<file path="src/rtl/unidade_busca_pc_if.sv">
`default_nettype none
// ============================================================================
//  Module   : unidade_busca_pc_if
//  Brief    : Control/ROM-side bundle of the PC and instruction-fetch stage.
//  Revision : 1.0  initial release
// ============================================================================
interface unidade_busca_pc_if #(
    parameter int LARG = 16
);
    // Requests from control and ALU
    logic            controlePC;
    logic            controlePCcopia;
    logic [3:0]      condicaoJump;
    logic            jump_ver_fal;
    logic [LARG-1:0] salto_destino;
    logic [4:0]      atualizaFlag;
    logic [3:0]      flag_in;

    // Instruction ROM port
    logic [LARG-1:0] rom_dado;
    logic            rom_valido;
    logic [LARG-1:0] rom_addr;
    logic            Rom_sink_cen;
    logic            Rom_sink_ren;

    // Status presented to control
    logic [LARG-1:0] instrucao;
    logic            instr_valida;
    logic [LARG-1:0] pc_atual;
    logic [LARG-1:0] pc_link;
    logic [3:0]      flags;
    logic            ocupado;
    logic            erro_sobreposicao;

    modport master (
        output controlePC, controlePCcopia, condicaoJump, jump_ver_fal,
               salto_destino, atualizaFlag, flag_in, rom_dado, rom_valido,
        input  rom_addr, Rom_sink_cen, Rom_sink_ren, instrucao, instr_valida,
               pc_atual, pc_link, flags, ocupado, erro_sobreposicao
    );

    modport slave (
        input  controlePC, controlePCcopia, condicaoJump, jump_ver_fal,
               salto_destino, atualizaFlag, flag_in, rom_dado, rom_valido,
        output rom_addr, Rom_sink_cen, Rom_sink_ren, instrucao, instr_valida,
               pc_atual, pc_link, flags, ocupado, erro_sobreposicao
    );
endinterface
`default_nettype wire

</file>
<file path="src/rtl/unidade_busca_pc.sv">
`default_nettype none
// ============================================================================
//  Module   : unidade_busca_pc
//  Brief    : PC, flag and link registers plus ROM fetch FSM with retry.
//  Revision : 1.0  initial release
// ============================================================================
module unidade_busca_pc #(
    parameter int              LARG       = 16,
    parameter int              TIMEOUT    = 8,
    parameter logic [LARG-1:0] PC_INICIAL = '0
) (
    input  logic               clock,
    input  logic               reset,
    unidade_busca_pc_if.slave  bus
);

    localparam int               c_CNT_W   = $clog2(TIMEOUT);
    localparam logic [c_CNT_W-1:0] c_CNT_MAX = c_CNT_W'(TIMEOUT - 1);
    localparam logic [3:0]       c_SEM_JUMP = 4'b1111;
    localparam logic [4:0]       c_SEM_FLAG = 5'b11111;

    typedef enum logic [1:0] {
        OCIOSO = 2'd0,
        REQ    = 2'd1,
        ESPERA = 2'd2
    } estado_t;

    estado_t             r_estado;
    estado_t             w_prox_estado;

    logic [LARG-1:0]     r_pc;
    logic [LARG-1:0]     r_link;
    logic [LARG-1:0]     r_alvo;
    logic [LARG-1:0]     r_instrucao;
    logic [3:0]          r_flags;
    logic                r_salto_pendente;
    logic                r_instr_valida;
    logic                r_erro;
    logic [c_CNT_W-1:0]  r_espera;

    logic                w_avanca;
    logic                w_sobreposicao;
    logic                w_avaliacao;
    logic                w_incondicional;
    logic                w_condicional;
    logic                w_cond;
    logic                w_tomado;
    logic [LARG-1:0]     w_pc_mais_um;

    assign w_pc_mais_um = r_pc + LARG'(1);

    // ------------------------------------------------------------------
    // Jump condition decode against the registered (pre-update) flags
    // ------------------------------------------------------------------
    assign w_avaliacao = (bus.condicaoJump != c_SEM_JUMP);

    always_comb begin
        w_incondicional = 1'b0;
        w_condicional   = 1'b0;
        w_cond          = 1'b0;
        case (bus.condicaoJump)
            4'b0000, 4'b1100: w_incondicional = 1'b1;
            4'b0001: begin w_condicional = 1'b1; w_cond = r_flags[3];               end
            4'b0010: begin w_condicional = 1'b1; w_cond = r_flags[2];               end
            4'b0011: begin w_condicional = 1'b1; w_cond = r_flags[1];               end
            4'b0100: begin w_condicional = 1'b1; w_cond = r_flags[0];               end
            4'b0101: begin w_condicional = 1'b1; w_cond = r_flags[3] | r_flags[2];  end
            4'b0110: begin w_condicional = 1'b1; w_cond = r_flags[3] ^ r_flags[0];  end
            default: begin w_condicional = 1'b0; w_cond = 1'b0;                     end
        endcase
        w_tomado = w_incondicional | (w_condicional & (w_cond == bus.jump_ver_fal));
    end

    // ------------------------------------------------------------------
    // Fetch FSM: next state
    // ------------------------------------------------------------------
    always_comb begin
        w_prox_estado  = r_estado;
        w_avanca       = 1'b0;
        w_sobreposicao = 1'b0;
        case (r_estado)
            OCIOSO: begin
                if (bus.controlePC) begin
                    w_avanca      = 1'b1;
                    w_prox_estado = REQ;
                end
            end
            REQ: begin
                w_prox_estado = ESPERA;
            end
            ESPERA: begin
                if (bus.rom_valido) begin
                    w_prox_estado = OCIOSO;
                end else if (r_espera == c_CNT_MAX) begin
                    w_prox_estado = REQ;
                end
            end
            default: begin
                w_prox_estado = OCIOSO;
            end
        endcase
        w_sobreposicao = bus.controlePC && (r_estado != OCIOSO);
    end

    // Reset lands in REQ so the word at PC_INICIAL is fetched without a strobe
    always_ff @(posedge clock) begin
        if (reset) begin
            r_estado <= REQ;
        end else begin
            r_estado <= w_prox_estado;
        end
    end

    // ------------------------------------------------------------------
    // PC, jump bookkeeping, link and flags
    // ------------------------------------------------------------------
    always_ff @(posedge clock) begin
        if (reset) begin
            r_pc             <= PC_INICIAL;
            r_link           <= '0;
            r_alvo           <= '0;
            r_flags          <= '0;
            r_salto_pendente <= 1'b0;
            r_erro           <= 1'b0;
        end else begin
            if (w_avanca) begin
                r_pc <= r_salto_pendente ? r_alvo : w_pc_mais_um;
            end
            // A fresh evaluation wins over the clear done by an advance
            if (w_avaliacao) begin
                r_salto_pendente <= w_tomado;
                r_alvo           <= bus.salto_destino;
            end else if (w_avanca) begin
                r_salto_pendente <= 1'b0;
            end
            if (bus.controlePCcopia) begin
                r_link <= w_pc_mais_um;
            end
            if (bus.atualizaFlag != c_SEM_FLAG) begin
                r_flags <= bus.flag_in;
            end
            if (w_sobreposicao) begin
                r_erro <= 1'b1;
            end
        end
    end

    // ------------------------------------------------------------------
    // Instruction latch and wait counter
    // ------------------------------------------------------------------
    always_ff @(posedge clock) begin
        if (reset) begin
            r_instrucao    <= '0;
            r_instr_valida <= 1'b0;
            r_espera       <= '0;
        end else begin
            case (r_estado)
                REQ: begin
                    r_instr_valida <= 1'b0;
                    r_espera       <= '0;
                end
                ESPERA: begin
                    if (bus.rom_valido) begin
                        r_instrucao    <= bus.rom_dado;
                        r_instr_valida <= 1'b1;
                    end else if (r_espera != c_CNT_MAX) begin
                        r_espera <= r_espera + c_CNT_W'(1);
                    end
                end
                default: begin
                end
            endcase
        end
    end

    // Request strobes are gated so they stay low while reset is held in REQ
    assign bus.Rom_sink_cen      = (r_estado == REQ) && !reset;
    assign bus.Rom_sink_ren      = (r_estado == REQ) && !reset;
    assign bus.rom_addr          = r_pc;
    assign bus.instrucao         = r_instrucao;
    assign bus.instr_valida      = r_instr_valida;
    assign bus.pc_atual          = r_pc;
    assign bus.pc_link           = r_link;
    assign bus.flags             = r_flags;
    assign bus.ocupado           = (r_estado != OCIOSO);
    assign bus.erro_sobreposicao = r_erro;

endmodule
`default_nettype wire

</file>
<file path="src/flat_wrapper.sv">
// flat-port wrapper written by rule: the top's interface ports become plain ports
module unidade_busca_pc_flat 
#(
    parameter int              LARG       = 16,
    parameter int              TIMEOUT    = 8,
    parameter logic [LARG-1:0] PC_INICIAL = '0
)
  (clock, reset, bus_controlePC, bus_controlePCcopia, bus_condicaoJump, bus_jump_ver_fal, bus_salto_destino, bus_atualizaFlag, bus_flag_in, bus_rom_dado, bus_rom_valido, bus_rom_addr, bus_Rom_sink_cen, bus_Rom_sink_ren, bus_instrucao, bus_instr_valida, bus_pc_atual, bus_pc_link, bus_flags, bus_ocupado, bus_erro_sobreposicao);
  unidade_busca_pc_if #(.LARG(LARG)) bus_i ();
  input  logic clock;
  input  logic reset;
  input wire logic [$bits(bus_i.controlePC)-1:0] bus_controlePC;
  input wire logic [$bits(bus_i.controlePCcopia)-1:0] bus_controlePCcopia;
  input wire logic [$bits(bus_i.condicaoJump)-1:0] bus_condicaoJump;
  input wire logic [$bits(bus_i.jump_ver_fal)-1:0] bus_jump_ver_fal;
  input wire logic [$bits(bus_i.salto_destino)-1:0] bus_salto_destino;
  input wire logic [$bits(bus_i.atualizaFlag)-1:0] bus_atualizaFlag;
  input wire logic [$bits(bus_i.flag_in)-1:0] bus_flag_in;
  input wire logic [$bits(bus_i.rom_dado)-1:0] bus_rom_dado;
  input wire logic [$bits(bus_i.rom_valido)-1:0] bus_rom_valido;
  output wire logic [$bits(bus_i.rom_addr)-1:0] bus_rom_addr;
  output wire logic [$bits(bus_i.Rom_sink_cen)-1:0] bus_Rom_sink_cen;
  output wire logic [$bits(bus_i.Rom_sink_ren)-1:0] bus_Rom_sink_ren;
  output wire logic [$bits(bus_i.instrucao)-1:0] bus_instrucao;
  output wire logic [$bits(bus_i.instr_valida)-1:0] bus_instr_valida;
  output wire logic [$bits(bus_i.pc_atual)-1:0] bus_pc_atual;
  output wire logic [$bits(bus_i.pc_link)-1:0] bus_pc_link;
  output wire logic [$bits(bus_i.flags)-1:0] bus_flags;
  output wire logic [$bits(bus_i.ocupado)-1:0] bus_ocupado;
  output wire logic [$bits(bus_i.erro_sobreposicao)-1:0] bus_erro_sobreposicao;
  assign bus_i.controlePC = bus_controlePC;
  assign bus_i.controlePCcopia = bus_controlePCcopia;
  assign bus_i.condicaoJump = bus_condicaoJump;
  assign bus_i.jump_ver_fal = bus_jump_ver_fal;
  assign bus_i.salto_destino = bus_salto_destino;
  assign bus_i.atualizaFlag = bus_atualizaFlag;
  assign bus_i.flag_in = bus_flag_in;
  assign bus_i.rom_dado = bus_rom_dado;
  assign bus_i.rom_valido = bus_rom_valido;
  assign bus_rom_addr = bus_i.rom_addr;
  assign bus_Rom_sink_cen = bus_i.Rom_sink_cen;
  assign bus_Rom_sink_ren = bus_i.Rom_sink_ren;
  assign bus_instrucao = bus_i.instrucao;
  assign bus_instr_valida = bus_i.instr_valida;
  assign bus_pc_atual = bus_i.pc_atual;
  assign bus_pc_link = bus_i.pc_link;
  assign bus_flags = bus_i.flags;
  assign bus_ocupado = bus_i.ocupado;
  assign bus_erro_sobreposicao = bus_i.erro_sobreposicao;
  unidade_busca_pc #(.LARG(LARG), .TIMEOUT(TIMEOUT), .PC_INICIAL(PC_INICIAL)) u_core (.clock(clock), .reset(reset), .bus(bus_i));
endmodule
</file>
<file path="config.mk">
export PLATFORM = sky130hd
export DESIGN_NAME = unidade_busca_pc_flat
export DESIGN_NICKNAME = d
export VERILOG_FILES = /design/src/rtl/unidade_busca_pc_if.sv /design/src/rtl/unidade_busca_pc.sv /design/src/flat_wrapper.sv
export SDC_FILE = /design/constraint.sdc
export NUM_CORES = 1
export LEC_CHECK = 0
export ABC_AREA = 1
export CORE_UTILIZATION = 30
export DETAILED_ROUTE_END_ITERATION = 8
export GPL_ROUTABILITY_DRIVEN = 0
export PLACE_DENSITY = 0.68
export SETUP_SLACK_MARGIN = 0.5
export SLEW_MARGIN = 10
export SYNTH_ARGS = -nofsm -noshare
export SYNTH_HDL_FRONTEND = slang
export SYNTH_SLANG_ARGS = --single-unit
</file>
<file path="constraint.sdc">
create_clock -name clock -period 2.6 [get_ports clock]
set_input_delay 0.52 -clock clock [delete_from_list [all_inputs] [get_ports clock]]
set_output_delay 0.52 -clock clock [all_outputs]
set_load 0.005 [all_outputs]
</file>
==> summary.txt <==
Run status
  • Status: complete, no violations

Route
  • Routed len/inst: 12.3 um
  • Antenna-violating nets left: 0
  • Met3 wire len: 597 um
  • Metal-1 WL: 4020 um
  • Vias: 3316
  • Pre-antenna DRT Iters: 4
  • Top Metal Used: met4
  • Met2 Wirelength: 4180 um
  • Initial DRC count: 186
  • Via-to-Cell Ratio: 4.53
  • Drt drc: 0
  • Total Wirelength: 8990 um

Clocking
  • CTS Buf Count: 9
  • H-tree depth: 3
  • CTS Root Cell: clkbuf_16
  • Clock buffer depth: 2
  • Sink Count: 76
  • Clock Pin Slew Worst Setup and Hold Paths: 60 ps
  • Worst-Skew Late Latency: 330 ps
  • TritonCTS clock tree: done

Timing
  • Setup_tns: 0 ps
  • Final hold slack: 443 ps
  • Slew margin rel.: 0.607
  • Finish-stage setup viols: 0
  • F_max: 515 MHz
  • Final hold violations: 0
  • Clk_skew: 4.19 ps
  • Max-slew violations: 0
  • Actual slew at the worst max-slew pin: 588 ps
  • Fin crit period: 1940 ps
  • RSZ-0062 raised after global routing: no
  • Tcrit/Tclk final: 0.746

Hold path
  • HP Start: u_core.bus.instrucao[1]
  • Worst Hold Path Cells: 2
  • Hold crit path type: reg2reg
  • Hold endpoint: u_core.bus.instrucao[1]

Setup path
  • FF-to-FF path depth: 12
  • CP Launch Type: flip-flop
  • Critical path buffer and inverter count: 1
  • Worst R2R Setup Slack: 900 ps
  • Crit path cell chain: clkdlybuf4s50_1
  • Critical path class: reg2out
  • Kind of end point of the critical path: output pin
  • Slowest-stage cell, CP: clkdlybuf4s50_1
  • Worst Path Required: 2080 ps
  • Crit-path max cell delay: 590 ps
  • Crit path max fanout: 7
  • WP data arrival: 1420 ps
  • FF-to-FF End: u_core.bus.pc_link[12]
  • CP delay by family, top: buffers and inverters
  • Reg2reg start: u_core.bus.pc_atual[0]

Global routing
  • First-pass GRT wire length: 14200 um
  • Total grt overflow: 0
  • Antenna violations before repair: 0
  • Gr usage total: 0.151
  • Vias in the first global route: 3090
  • Largest net degree at the start of global routing: 36

Power and ir drop
  • Pwr dens: 607 mW/mm2
  • Clock power share: 0.425
  • Part of the power in combinational logic: 0.147
  • Switching share of power: 0.237
  • Int Pwr: 2330 uW
  • Sequential share of power: 0.427
  • Leakage dissipation: 0.00213 uW
  • P_sw: 725 uW
  • Worst vdd ir: 0.280 mV

Floorplanning
  • IO Count: 124
  • Core Box Area: 0.0110 mm2
  • Die Area: 0.0120 mm2
  • Die X: 110 um
  • Chip height: 110 um
  • # rows: 38
  • Initial core utilization: 0.314

Yosys
  • Avg Inst Size Synth: 7.16 um2
  • Cells after synthesis: 484
  • Synthesis Warnings: 0
  • Yosys reg bits: 76
  • Netlist cell types: 30
  • Post-synthesis cell area: 0.00347 mm2
  • Seq/Total Area, Yosys: 0.439
  • Mapped Nets: 538

Finish
  • Share of cells above drive strength 1: 0.0659
  • # diodes: 0
  • Most frequent cells in the layout: clkdlybuf4s50_1 (120), nor2_1 (78), dfxtp_1 (76), o21ai_0 (71), a21oi_1 (56)
  • Filler Cells Inserted: 1129
  • Synth-to-Final Area Change: 45.4%
  • Most common cell after layout, fill and taps aside: clkdlybuf4s50_1
  • Nets: 641

Placed design
  • Port Buffer Count: 123
  • DPL Wire Length: 6790 um

Job
  • Max cap viols: 0
## tightest hold or removal path, delay by kind of cell, from the launching register on
| family | cells | cell delay, ps |
|---|---|---|
| AO/OA/AOI/OAI | 1 | 50 |
| buffers and inverters | 1 | 40 |
| flip-flops | 1 | 300 |
## worst max-delay path by stage
stage	startpoint	cells after the start	slack, ps	end
after floorplan	reset	4	870	bus_Rom_sink_ren
after global placement	reset	3	390	bus_Rom_sink_cen
after detailed placement	reset	3	340	bus_Rom_sink_ren
after CTS	u_core.r_estado[0]	5	510	bus_Rom_sink_ren
after global routing	bus_condicaoJump[0]	7	480	u_core.r_alvo[7]
final	u_core.bus.pc_atual[0]	1	660	bus_rom_addr[0]
## per-layer routing
metal / track usage / vias up
met5: 0 / -
met3: 0.0332 / 17
met1: 0.184 / 1454
li1: - / 1742
met2: 0.257 / 103
met4: 0.0648 / 0
## logic make-up (layout without fill, tap and decap cells)
logic type,Yosys count,count (layout),synth area share
buffers and inverters,97,205,0.127
XOR/XNOR,9,9,0.0249
flip-flops,76,76,0.439
AO/OA/AOI/OAI,132,132,0.193
adder cells (fa/ha/maj),3,3,0.0108
AND/OR/NAND/NOR,167,167,0.205
## layout make-up
cell class | count | area [um2] | share of cell area
Sequential cell | 76 | 1520 | 0.302
Multi-Input combinational cell | 311 | 1510 | 0.300
Timing Repair Buffer | 131 | 1290 | 0.257
Clock buffer | 10 | 229 | 0.0454
Inverter | 58 | 221 | 0.0439
Tap cell | 140 | 175 | 0.0347
Clock inverter | 6 | 88.8 | 0.0176
## Yosys cell counts
cell type / n / area share
clkinv_1: 1 / 0.0011
a31oi_1: 2 / 0.0036
nor2_2: 2 / 0.0036
o211ai_1: 1 / 0.0022
xnor2_2: 1 / 0.0047
a21oi_1: 56 / 0.081
xnor2_1: 6 / 0.015
o21ai_0: 71 / 0.10
xor2_1: 2 / 0.0051
nand2_1: 55 / 0.060
nand4_1: 4 / 0.0072
buf_4: 17 / 0.037
a21oi_2: 1 / 0.0025
nand2_4: 1 / 0.0032
o21ai_1: 1 / 0.0014
inv_1: 56 / 0.061
nor2_4: 3 / 0.0097
buf_1: 2 / 0.0022
nor2_1: 80 / 0.087
dfxtp_1: 76 / 0.44
nand3_1: 13 / 0.019
nand3b_1: 1 / 0.0022
buf_2: 10 / 0.014
nand2_2: 3 / 0.0054
clkbuf_1: 10 / 0.011
inv_2: 1 / 0.0011
ha_1: 3 / 0.011
or2_0: 1 / 0.0018
nor3_1: 3 / 0.0043
nand3_2: 1 / 0.0029
## metrics by stage
step | worst slack, ps | instances | area (um2) | total power (uW) | util
after floorplan | 865 | 484 | 3470 | 1530 | -
after global placement | 387 | 715 | 4700 | 1770 | 0.426
after global routing | 484 | 732 | 5040 | 3200 | 0.457
final | 660 | 732 | 5040 | 3060 | 0.457
after CTS | 513 | 731 | 5020 | 3090 | 0.455
after detailed placement | 337 | 715 | 4700 | 1780 | 0.426
## registers in the layout, indices dropped and copies added (netlist names)
name                          flops
u_core.bus.erro_sobreposicao      1
u_core.bus.flags                  4
u_core.bus.instr_valida           1
u_core.bus.instrucao             16
u_core.bus.pc_atual              16
u_core.bus.pc_link               16
u_core.r_alvo                    16
u_core.r_espera                   3
u_core.r_estado                   2
u_core.r_salto_pendente           1
## power by group through the flow
stage | clock [uW] | sequential, uW | combinational (uW)
2_1_floorplan | 0 | 1320 | 212
3_3_place_gp | 0 | 1330 | 444
3_5_place_dp | 0 | 1330 | 451
4_1_cts | 1330 | 1310 | 454
5_1_grt | 1380 | 1320 | 502
6_report | 1300 | 1310 | 450
## what timing repair did
item                       4_1_cts  5_1_grt
hold buffers                     0        0
pin swaps                        0        1
buffers inserted                 0        1
gates resized for setup          2        4
setup endpoints to repair        2        9
No activity file was read; power rests on OpenSTA's default activity.
==> edit, RTL diff (same flow settings) <==
Make the reset (`reset`) asynchronous in 3 clocked blocks.
--- a/src/rtl/unidade_busca_pc.sv
+++ b/src/rtl/unidade_busca_pc.sv
@@ -104,5 +104,5 @@
 
     // Reset lands in REQ so the word at PC_INICIAL is fetched without a strobe
-    always_ff @(posedge clock) begin
+    always_ff @(posedge clock or posedge reset) begin
         if (reset) begin
             r_estado <= REQ;
@@ -115,5 +115,5 @@
     // PC, jump bookkeeping, link and flags
     // ------------------------------------------------------------------
-    always_ff @(posedge clock) begin
+    always_ff @(posedge clock or posedge reset) begin
         if (reset) begin
             r_pc             <= PC_INICIAL;
@@ -149,5 +149,5 @@
     // Instruction latch and wait counter
     // ------------------------------------------------------------------
-    always_ff @(posedge clock) begin
+    always_ff @(posedge clock or posedge reset) begin
         if (reset) begin
             r_instrucao    <= '0;
Check against the original RTL: differs if reset is asserted again (counterexample within 4 cycles, from zero or initial values and one cycle with reset high); with reset held inactive, the same outputs for 10 cycles.
==> edit against the original RTL <==
Design area grew 5.2%. Worst setup slack got worse by 0.013 ns. Routed wire length down 1.1%. Cell count fell by 3.0%. Sequential cell count is the same. Area after synthesis up 7.2%.
Power is not compared: it rests on default switching activity, and its combinational part moved more than twofold at a synthesized area within 25%.
==> edit: results (changes against the original RTL) <==
Hpwl dp -> 6.74 mm (was 6.79 mm)
DR vias -> 3155 (was 3316)
Peak supply drop -> 0.378 mV
Leakage -> 2.43 nW
Largest cells by area after synthesis -> dfrtp_1 50%, nand2_1 14%, mux2_2 4.8% (was dfxtp_1 44%, o21ai_0 10%, nor2_1 8.7%)
Number of I/O port buffers -> 123 (unchanged)
Status -> completed (unchanged)
Post-synth top cells -> 141 x nand2_1, 75 x dfrtp_1, 36 x nor2_1 (was 80 x nor2_1, 76 x dfxtp_1, 71 x o21ai_0)
Resize count post-CTS -> 2 (unchanged)
Antenna fix cells -> 0 (unchanged)
Initial antenna violation count -> 0 (unchanged)
Worst-path maximum fanout -> 3 (was 7)
Final hold slack -> 0.473 ns (was 0.443 ns)
Largest net degree at the start of global routing -> 34 (was 36)
Syn nets -> 481 (was 538)
Final worst slack -> 0.647 ns (was 0.660 ns)
Worst-path clk slew -> 0.06 ns (about the same)
XOR/XNOR Fraction of Synth Area -> 2.36% (was 2.49%)
Mux cell area share after synthesis -> 4.85% (was 0%)
GRT Resource Usage Total -> 14.6% (was 15.1%)
Worst Skew -> 0.00453 ns (was 0.00419 ns)
Async SR Flop Fraction -> 100% (was 0%)
# fillers -> 1177 (was 1129)
Worst slack, placed -> 0.416 ns (was 0.337 ns)
Initial DRT Pass Iterations -> 6 (was 4)
Unique cell type count in the Yosys netlist -> 37 (was 30)
H-tree levels -> 3 (unchanged)
Adder-cell share of the synthesized area -> 1.01% (was 1.08%)
Ys flop type -> dfrtp_1 (was dfxtp_1)
Wire per inst -> 12.5 µm (was 12.3 µm)
Wire length of the first global-routing pass -> 14.8 mm (was 14.2 mm)
Syn. warnings -> 0 (unchanged)
Nets -> 591 (was 641)
Complex-gate fraction of the synthesized area -> 7.40% (was 19.3%)
Initial DRC Count -> 142 (was 186)
Layout cells sized above 1 -> 10.5% (was 6.59%)
Clk_lat worst skew -> 0.33 ns (about the same)
NetSw -> 0.00178 W
Post-synthesis sequential area ratio -> 51.2% (was 43.9%)
Rel. slew slack -> 56.1% (was 60.7%)
[edit: final timing paths]
path                                         start                 endpoint  cells past startpoint
max reg2reg                 u_core.bus.pc_atual[0]  u_core.bus.pc_atual[10]                      8
min in group asynchronous                    reset  u_core.bus.instr_valida                      2
min                        u_core.bus.instrucao[4]  u_core.bus.instrucao[4]                      2
max in group asynchronous                    reset  u_core.bus.pc_atual[14]                      3
max                             u_core.r_estado[0]         bus_Rom_sink_cen                      5
min reg2reg                u_core.bus.instrucao[4]  u_core.bus.instrucao[4]                      2
[edit: power groups by stage]
stage          sequential (W)  combinational (W)  clock [W]
4_1_cts               0.00196            0.00213    0.00120
3_3_place_gp          0.00195            0.00208          0
3_5_place_dp          0.00197            0.00213          0
6_report              0.00196            0.00210    0.00116
2_1_floorplan         0.00192            0.00106          0
5_1_grt               0.00202            0.00232    0.00125
[edit: per-stage QoR]
step / total power [W] / area (µm²) / std cells
floorplan: 0.00298 / 3720 / 427
global placement: 0.00403 / 5020 / 694
detailed placement: 0.00410 / 5020 / 694
CTS: 0.00529 / 5300 / 710
global route: 0.00559 / 5300 / 710
finish: 0.00523 / 5300 / 710
[edit: cells by family after synthesis]
group           after synthesis
fa+ha+maj                     3
mux                          16
buf+inv                      61
xor+xnor                     10
compound gates               47
simple gates                214
flops                        76
[edit: worst max-delay path, stage by stage (launching register included)]
cell,delay (ns)
dfstp_2,0.54
inv_1,0.06
nor2_2,0.09
inv_1,0.06
nor2_1,0.10
dlygate4sd2_1,0.25
[edit: final cells by class]
type / count / area (µm²) / share of cell area (%)
Sequential cell: 76 / 1900 / 35.9
Clock buffer: 12 / 246 / 4.65
Timing Repair Buffer: 127 / 1270 / 24.0
Clock inverter: 4 / 32.5 / 0.613
Tap cell: 168 / 210 / 3.96
Multi-Input combinational cell: 290 / 1510 / 28.5
Inverter: 33 / 128 / 2.41
[edit: layer usage]
layer	GRT usage (%)	vias to the layer above	share of wire [%]
met5	0	-	0
met3	5.46	15	7.5
met4	4.74	0	1.4
met2	24.7	125	48
li1	-	1565	-
met1	17.3	1450	44
